===== src/rtl/ram_bubble_sorter_if.sv =====
// Sorter <-> RAM/host bundle: sort request/status plus split read and write RAM ports.
// Read port has one cycle of latency; the write lands at the clock edge where wren is high.
interface ram_bubble_sorter_if #(
    parameter int W = 8,
    parameter int A = 5
) ();
    logic         start;
    logic [A-1:0] rd_addr;
    logic [W-1:0] rd_data;
    logic [A-1:0] wr_addr;
    logic [W-1:0] wr_data;
    logic         wren;
    logic         busy;
    logic         done;
    logic [A-1:0] pass_cnt;

    modport master (
        input  start, rd_data,
        output rd_addr, wr_addr, wr_data, wren, busy, done, pass_cnt
    );

    modport slave (
        output start, rd_data,
        input  rd_addr, wr_addr, wr_data, wren, busy, done, pass_cnt
    );
endinterface


===== src/rtl/ram_bubble_sorter.sv =====
// In-place ascending bubble sort of a 2**A x W RAM; 4 cycles per compare, 6 per swap.
// No backpressure; define SORT_EARLY_EXIT_EN to stop after the first pass without a swap.
module ram_bubble_sorter #(
    parameter int W = 8,
    parameter int A = 5
) (
    input  logic                  clk,
    input  logic                  reset,
    ram_bubble_sorter_if.master   bus
);
    typedef enum logic [2:0] {IDLE, RDA, RDB, CMP, WRA, WRB, NEXT, DONE} state_t;

    localparam logic [A-1:0] ONE  = A'(1);
    localparam logic [A-1:0] LAST = A'((1 << A) - 2);

    state_t       state_q, state_d;
    logic [A-1:0] i_q, i_d;
    logic [A-1:0] p_q, p_d;
    logic [W-1:0] a_q, a_d;
    logic [W-1:0] b_q, b_d;
    logic         swapped_q, swapped_d;
    logic [A-1:0] pass_cnt_q, pass_cnt_d;
    logic [A-1:0] rd_addr_q, rd_addr_d;
    logic [A-1:0] wr_addr_q, wr_addr_d;
    logic [W-1:0] wr_data_q, wr_data_d;
    logic         wren_q, wren_d;
    logic         busy_q, busy_d;
    logic         done_q, done_d;
    logic [A-1:0] last_i;
    logic         sort_over;

    // Last left-hand index of the current pass shrinks as the tail settles.
    assign last_i = LAST - p_q;

`ifdef SORT_EARLY_EXIT_EN
    assign sort_over = (p_q == LAST) || !swapped_q;
`else
    assign sort_over = (p_q == LAST);
    logic unused_swapped;
    assign unused_swapped = swapped_q;
`endif

    // b is captured for visibility only; the WRA data is taken straight off rd_data.
    logic unused_b;
    assign unused_b = ^b_q;

    always_comb begin
        state_d    = state_q;
        i_d        = i_q;
        p_d        = p_q;
        a_d        = a_q;
        b_d        = b_q;
        swapped_d  = swapped_q;
        pass_cnt_d = pass_cnt_q;
        rd_addr_d  = rd_addr_q;
        wr_addr_d  = wr_addr_q;
        wr_data_d  = wr_data_q;
        wren_d     = 1'b0;
        busy_d     = busy_q;
        done_d     = done_q;

        case (state_q)
            IDLE: begin
                if (bus.start) begin
                    state_d    = RDA;
                    i_d        = '0;
                    p_d        = '0;
                    swapped_d  = 1'b0;
                    pass_cnt_d = '0;
                    rd_addr_d  = '0;
                    busy_d     = 1'b1;
                    done_d     = 1'b0;
                end
            end
            RDA: begin
                state_d   = RDB;
                rd_addr_d = i_q + ONE;
            end
            RDB: begin
                state_d = CMP;
                a_d     = bus.rd_data;
            end
            CMP: begin
                b_d = bus.rd_data;
                if (a_q > bus.rd_data) begin
                    state_d   = WRA;
                    wren_d    = 1'b1;
                    wr_addr_d = i_q;
                    wr_data_d = bus.rd_data;
                end else begin
                    state_d = NEXT;
                end
            end
            WRA: begin
                state_d   = WRB;
                swapped_d = 1'b1;
                wren_d    = 1'b1;
                wr_addr_d = i_q + ONE;
                wr_data_d = a_q;
            end
            WRB: begin
                state_d = NEXT;
            end
            NEXT: begin
                if (i_q < last_i) begin
                    state_d   = RDA;
                    i_d       = i_q + ONE;
                    rd_addr_d = i_q + ONE;
                end else begin
                    pass_cnt_d = pass_cnt_q + ONE;
                    p_d        = p_q + ONE;
                    i_d        = '0;
                    swapped_d  = 1'b0;
                    rd_addr_d  = '0;
                    if (sort_over) begin
                        state_d = DONE;
                        busy_d  = 1'b0;
                        done_d  = 1'b1;
                    end else begin
                        state_d = RDA;
                    end
                end
            end
            DONE: begin
                if (!bus.start) begin
                    state_d = IDLE;
                    done_d  = 1'b0;
                end
            end
            default: begin
                state_d = IDLE;
                busy_d  = 1'b0;
                done_d  = 1'b0;
            end
        endcase
    end

    always_ff @(posedge clk) begin
        if (reset) begin
            state_q    <= IDLE;
            i_q        <= '0;
            p_q        <= '0;
            a_q        <= '0;
            b_q        <= '0;
            swapped_q  <= 1'b0;
            pass_cnt_q <= '0;
            rd_addr_q  <= '0;
            wr_addr_q  <= '0;
            wr_data_q  <= '0;
            wren_q     <= 1'b0;
            busy_q     <= 1'b0;
            done_q     <= 1'b0;
        end else begin
            state_q    <= state_d;
            i_q        <= i_d;
            p_q        <= p_d;
            a_q        <= a_d;
            b_q        <= b_d;
            swapped_q  <= swapped_d;
            pass_cnt_q <= pass_cnt_d;
            rd_addr_q  <= rd_addr_d;
            wr_addr_q  <= wr_addr_d;
            wr_data_q  <= wr_data_d;
            wren_q     <= wren_d;
            busy_q     <= busy_d;
            done_q     <= done_d;
        end
    end

    assign bus.rd_addr  = rd_addr_q;
    assign bus.wr_addr  = wr_addr_q;
    assign bus.wr_data  = wr_data_q;
    assign bus.wren     = wren_q;
    assign bus.busy     = busy_q;
    assign bus.done     = done_q;
    assign bus.pass_cnt = pass_cnt_q;
endmodule


===== src/flat_wrapper.sv =====
// flat-port wrapper written by rule: the top's interface ports become plain ports
module ram_bubble_sorter_flat 
#(
    parameter int W = 8,
    parameter int A = 5
)
  (clk, reset, bus_start, bus_rd_data, bus_rd_addr, bus_wr_addr, bus_wr_data, bus_wren, bus_busy, bus_done, bus_pass_cnt);
  ram_bubble_sorter_if #(.W(W), .A(A)) bus_i ();
  input  logic clk;
  input  logic reset;
  input wire logic [$bits(bus_i.start)-1:0] bus_start;
  input wire logic [$bits(bus_i.rd_data)-1:0] bus_rd_data;
  output wire logic [$bits(bus_i.rd_addr)-1:0] bus_rd_addr;
  output wire logic [$bits(bus_i.wr_addr)-1:0] bus_wr_addr;
  output wire logic [$bits(bus_i.wr_data)-1:0] bus_wr_data;
  output wire logic [$bits(bus_i.wren)-1:0] bus_wren;
  output wire logic [$bits(bus_i.busy)-1:0] bus_busy;
  output wire logic [$bits(bus_i.done)-1:0] bus_done;
  output wire logic [$bits(bus_i.pass_cnt)-1:0] bus_pass_cnt;
  assign bus_i.start = bus_start;
  assign bus_i.rd_data = bus_rd_data;
  assign bus_rd_addr = bus_i.rd_addr;
  assign bus_wr_addr = bus_i.wr_addr;
  assign bus_wr_data = bus_i.wr_data;
  assign bus_wren = bus_i.wren;
  assign bus_busy = bus_i.busy;
  assign bus_done = bus_i.done;
  assign bus_pass_cnt = bus_i.pass_cnt;
  ram_bubble_sorter #(.W(W), .A(A)) u_core (.clk(clk), .reset(reset), .bus(bus_i));
endmodule

===== config.mk =====
export PLATFORM = sky130hd
export DESIGN_NAME = ram_bubble_sorter_flat
export DESIGN_NICKNAME = d
export VERILOG_FILES = /design/src/rtl/ram_bubble_sorter_if.sv /design/src/rtl/ram_bubble_sorter.sv /design/src/flat_wrapper.sv
export SDC_FILE = /design/constraint.sdc
export NUM_CORES = 1
export LEC_CHECK = 0
export CORE_UTILIZATION = 49
export DETAILED_ROUTE_END_ITERATION = 7
export PLACE_DENSITY = 0.73
export SLEW_MARGIN = 20
export SYNTH_ARGS = -nofsm -noshare
export SYNTH_HDL_FRONTEND = slang
export SYNTH_SLANG_ARGS = --single-unit

===== constraint.sdc =====
create_clock -name clk -period 2.33 [get_ports clk]
set_input_delay 0.466 -clock clk [delete_from_list [all_inputs] [get_ports clk]]
set_output_delay 0.466 -clock clk [all_outputs]
set_load 0.005 [all_outputs]

Word-level counts from Yosys, hierarchy flattened

Index checks and enable logic that the tools add are counted.
W data, S select, Z words.

$add $sub $neg: 4
Magnitude comparators: 2
Equal/unequal tests: 13
Muxes and demuxes: 29
Reductions and logical operators: 12

Operators with widths:

| cell                  | count |
|---|---|
| $pmux W5 S2           | 4 |
| $mux W5               | 5 |
| $pmux W3 S8           | 1 |
| $pmux W8 S2           | 1 |
| $add A5 B1 Y5 const B | 3 |
| $pmux W5 S3           | 1 |
| $eq A3 B3 Y1 const B  | 4 |
| $mux W3               | 4 |
| $gt A8 B8 Y1          | 1 |
| $mux W1               | 8 |
| $mux W8               | 1 |
| $reduce_and A2 Y1     | 4 |
| $eq A3 B2 Y1 const B  | 2 |
| $ne A2 B2 Y1 const B  | 3 |
| $reduce_bool A3 Y1    | 2 |
| $eq A5 B5 Y1 const B  | 1 |
| $lt A5 B5 Y1          | 1 |
| $reduce_and A5 Y1     | 1 |
| $sub A5 B5 Y5 const A | 1 |
| $ne A2 B1 Y1 const B  | 2 |
| $pmux W1 S2           | 2 |
| $reduce_and A4 Y1     | 1 |
| $reduce_bool A2 Y1    | 2 |
| $eq A3 B1 Y1 const B  | 1 |
| other kinds (4)       | 4 |

Bits in registers: 47
Input bits: 11
Output and inout port bits: 26
Word-level logic and storage cells: 71

Depth between registers and ports, before layout

Gate-level depths: netlist (run 1).

Depth in word-level cells: 4
Mapped depth: 10
Mapped depth without buffers: 9

Worst setup path before layout (run 1)

No wires, ideal clock.

Path type: flip-flop to flip-flop
Start: register u_core.p_q[0]
End: register u_core.i_q[4]
Setup time: 0.095 ns
Data arrival time: 2.106 ns
Required time: 2.235 ns
Setup slack: 0.129 ns
Cell stages (with the launch flop): 9
Buffers on the path: 0
Period minus slack after synthesis: 2.201 ns
Path through: dfxtp_1 > ha_1 > xor2_1 > ha_1 > a21oi_1 > o21ai_2 > a2111oi_4 > o21bai_1 > a221oi_1

Longest elaborated chain between the ends: 4

RTL lines:

| item                     | line                     | source |
|---|---|---|
| start: declaration       | ram_bubble_sorter.sv:18  | `logic [A-1:0] p_q, p_d;` |
| start signal: assignment | ram_bubble_sorter.sv:156 | `p_q <= p_d;` |
| $sub A5 B5 Y5            | ram_bubble_sorter.sv:33  | `assign last_i = LAST - p_q;` |
| $lt A5 B5 Y1             | ram_bubble_sorter.sv:105 | `if (i_q < last_i) begin` |
| $mux W5                  | ram_bubble_sorter.sv:105 |  |
| $pmux W5 S2              | ram_bubble_sorter.sv:62  | `case (state_q)` |
| end signal: assignment   | ram_bubble_sorter.sv:155 | `i_q <= i_d;` |
| end: declaration         | ram_bubble_sorter.sv:17  | `logic [A-1:0] i_q, i_d;` |

No other way between the ends.
A chain may end at the register's enable or synchronous reset.

Worst setup path after layout (run 1)

Start: input port bus_rd_data[5]
End: register u_core.wr_addr_q[4] (netlist: u_core.bus.wr_addr[4])

Longest elaborated chain between the ends: 3

RTL lines:

| item                        | line                     | source |
|---|---|---|
| start: declaration          | flat_wrapper.sv:12       | `input wire logic [$bits(bus_i.rd_data)-1:0] bus_rd_data;` |
| $gt A8 B8 Y1                | ram_bubble_sorter.sv:85  | `if (a_q > bus.rd_data) begin` |
| $ne A2 B1 Y1 (no line)      | -                        |  |
| $reduce_and A2 Y1 (no line) | -                        |  |
| end signal: assignment      | ram_bubble_sorter.sv:162 | `wr_addr_q <= wr_addr_d;` |
| end: declaration            | ram_bubble_sorter.sv:24  | `logic [A-1:0] wr_addr_q, wr_addr_d;` |

No other way between the ends.

==> flow_summary.yaml, run 1 <==
outcome:
  status: "finished, final reports clean"
die:
  die_h_um: 74.5
  row_count: 26
  dieArea_um2: 5560
  core_area_um2: 5070
  die_x_um: 74.5
  initial_utilization_pct: 50.8
  io_pins: 37
finish:
  layout.nets: 398
  layout-drive-gt1-share_pct: 16.4
  syn2layout_area_growth_pct: 31.3
  nFillCells: 438
  postLayoutCoreUtil_pct: 66.7
  final_common_cell: "dfxtp_1"
  diodes: 0
  layout_common_cells: "dfxtp_1 (45), clkdlybuf4s50_1 (36), buf_4 (35)"
critical_path:
  worst_ep_arrival_time_ns: 2.40
  worstPathRequired_ns: 2.51
  critPathKind: "in -> reg"
  worst_setup_path_start_kind: "input pin"
  cp-end-kind: "register"
  worstPathMaxFanout: 7
  r2r_cells: 9
sta:
  timing.final.ws_setup_ns: 0.101
  skew_ns: 0.00779
  fmaxAchievable_mhz: 449
  slew_headroom_pct: 57.2
  slew_viol_final: 0
  post-route-period-util_pct: 95.7
  setup_viol: 0
  finalHoldViolations: 0
  fin_crit_ns: 2.23
  worst_pin_slew_ns: 0.642
min_path:
  hp-class: "reg -> reg"
  hold_path_depth: 2
global_route:
  grt_pass1_wl_um: 10600
  grt_use_total_pct: 24.9
  grt_pass1_vias: 2311
  grt_max_degree: 27
  antenna_found_initial: 0
  grt-ovfl-total: 0
synth:
  synth_xor_xnor_area_share_pct: 2.72
  synth-compound-area-share_pct: 26.5
  ys_ff_latch: 47
  yosys.area.top_type: "dfxtp_1"
  synth.area.mux_share_pct: 3.11
  yosysUniqueCellTypes: 48
  synthCells: 309
  syn_area_um2: 2580
  ys_top_cells_by_area: "dfxtp_1 (36%), ha_1 (7.8%), o21ai_0 (4.5%), a21oi_1 (3.9%), nor2_1 (3.3%)"
  yosys.area_share.simple_pct: 17.5
  synth_top_family_by_area: "compound AO/OA/AOI/OAI gates"
  synthAdderAreaFrac_pct: 7.76
  syn_area_per_cell_um2: 8.35
  synth_top_area_share_pct: 36.5
  ys_warn_count: 0
  seq_area_frac_synth_pct: 36.5
  syn-num-nets: 336
route:
  vias_per_cell: 5.74
  post-route-drc-count: 0
  wl_per_cell_um: 14.8
  first_pass_iters: 4
  finalWirelength_um: 6550
  ant_nets: 0
  vias: 2536
  drtIter0Drc: 190
clocking:
  cts_max_path_buffers: 2
  ctsHtreeMaxLevel: 2
  cts_inserted_buffers: 5
  tritoncts: "yes"
  clock_sinks: 47
  clockRootBuffer: "clkbuf_8"
  clkTransAtPathRegs_ns: 0.08
  clkLatencyLatePin_ns: 0.30
  cts_hold_buf: 0
power:
  static-leakage-power_nw: 1.28
  peakVddDrop_mv: 0.341
  power.density_nw_per_um2: 499
placed_design:
  io_buffers: 36
  place_ws_ns: -0.328
  hpwl_um: 4620
  place_congestion: 0.807
flow_run:
  cap_viol_max_count: 0
## worst paths after layout
path | start | end | slack (ns)
worst min-delay path | u_core.bus.rd_addr[2] | u_core.bus.rd_addr[2] | 0.44
worst min register to register | u_core.bus.rd_addr[2] | u_core.bus.rd_addr[2] | 0.44
worst max-delay path | bus_rd_data[5] | u_core.bus.wr_addr[4] | 0.10
worst max register to register | u_core.p_q[0] | u_core.i_q[2] | 0.13
## routing by layer
metal	up-vias	global-route usage (%)	wire, um	part of all wire [%]
met2	90	38.7	2890	44
met4	0	8.39	102	1.6
met1	1179	34.9	3130	48
met3	9	4.34	426	6.5
li1	1258	-	-	-
met5	-	0	0	0
## state kept, by name (all words and copies together) (netlist names)
name,cells
u_core.a_q,8
u_core.bus.wr_data,8
u_core.bus.pass_cnt,5
u_core.bus.rd_addr,5
u_core.bus.wr_addr,5
u_core.i_q,5
u_core.p_q,5
u_core.state_q,3
u_core.bus.busy,1
u_core.bus.done,1
u_core.bus.wren,1
## what timing repair did
item                                    CTS  global route
gates resized for setup                   3            11
pin swaps                                 0             5
endpoints found under the setup margin    3            27
buffers inserted                          0             0
## report_power, final
part           switching [mW]  internal (mW)  leakage (nW)
registers              0.0288          0.835         0.382
logic                   0.190          0.157         0.857
clock network           0.269          0.211        0.0422
## kinds of logic after synthesis
logic type | after synthesis
compound gates | 103
simple gates | 88
flops | 47
buf+inv | 39
fa+ha+maj | 16
xor+xnor | 8
mux | 8
## synth_stat cells (all sizes together)
cell type	instances
buf	5
inv	22
or2	2
a2111oi	1
a2bb2oi	1
and3b	1
mux2i	8
or3	4
nand3b	1
o21bai	3
nor4b	1
nand2	19
xor2	2
o2111ai	2
a22oi	1
a211o	1
nand4	12
o31ai	12
nor2	24
a32oi	4
nand2b	3
ha	16
dfxtp	47
a221oi	4
nor2b	2
o21ai	30
nor3	4
o32ai	3
a21oi	21
or3b	1
and3	3
xnor2	6
nand3	10
a21o	2
clkbuf	12
o21a	3
o211ai	3
a211oi	2
nand4b	1
a31oi	10
## area by class of cell
cell class / instances / area, um^2 / share of cell area (%)
clock buffers: 7 / 76.3 / 2.25
clock inverters: 1 / 5.00 / 0.148
inverters: 22 / 82.6 / 2.44
multi-input cells: 223 / 1550 / 45.7
flip-flops and latches: 47 / 943 / 27.9
well taps: 70 / 87.6 / 2.59
repair buffers: 72 / 643 / 19.0
## worst max-delay path: stages
cell and delay (ns):
clkdlybuf4s50_1 0.47, inv_1 0.04, ha_1 0.30, a211o_1 0.30
a21oi_4 0.18, nand3_1 0.12, buf_4 0.18, a32oi_1 0.22
o32ai_1 0.12
## metrics by stage
step / cell area [um^2] / setup TNS, ns / cells / power (mW) / hold WS (ns)
2_1_floorplan: 2580 / 0 / 309 / 1.07 / 0.442
3_5_place_dp: 3240 / -4.05 / 434 / 1.21 / 0.437
3_3_place_gp: 3240 / -3.55 / 434 / 1.21 / 0.435
4_1_cts: 3330 / 0 / 442 / 1.69 / 0.448
5_1_grt: 3390 / -0.0113 / 442 / 1.77 / 0.485
6_report: 3390 / 0 / 442 / 1.69 / 0.443
(Power assumes the default switching activity.)
==> run 2: changes to the inputs <==
--- a/config.mk
+++ b/config.mk
@@ -6,6 +6,7 @@
 export NUM_CORES = 1
 export LEC_CHECK = 0
 export CORE_UTILIZATION = 49
+export CTS_CLUSTER_DIAMETER = 120
 export DETAILED_ROUTE_END_ITERATION = 7
 export PLACE_DENSITY = 0.73
 export SLEW_MARGIN = 20
==> results of run 2 <==
Final layout, timing and power as in run 1 (identical DEF).
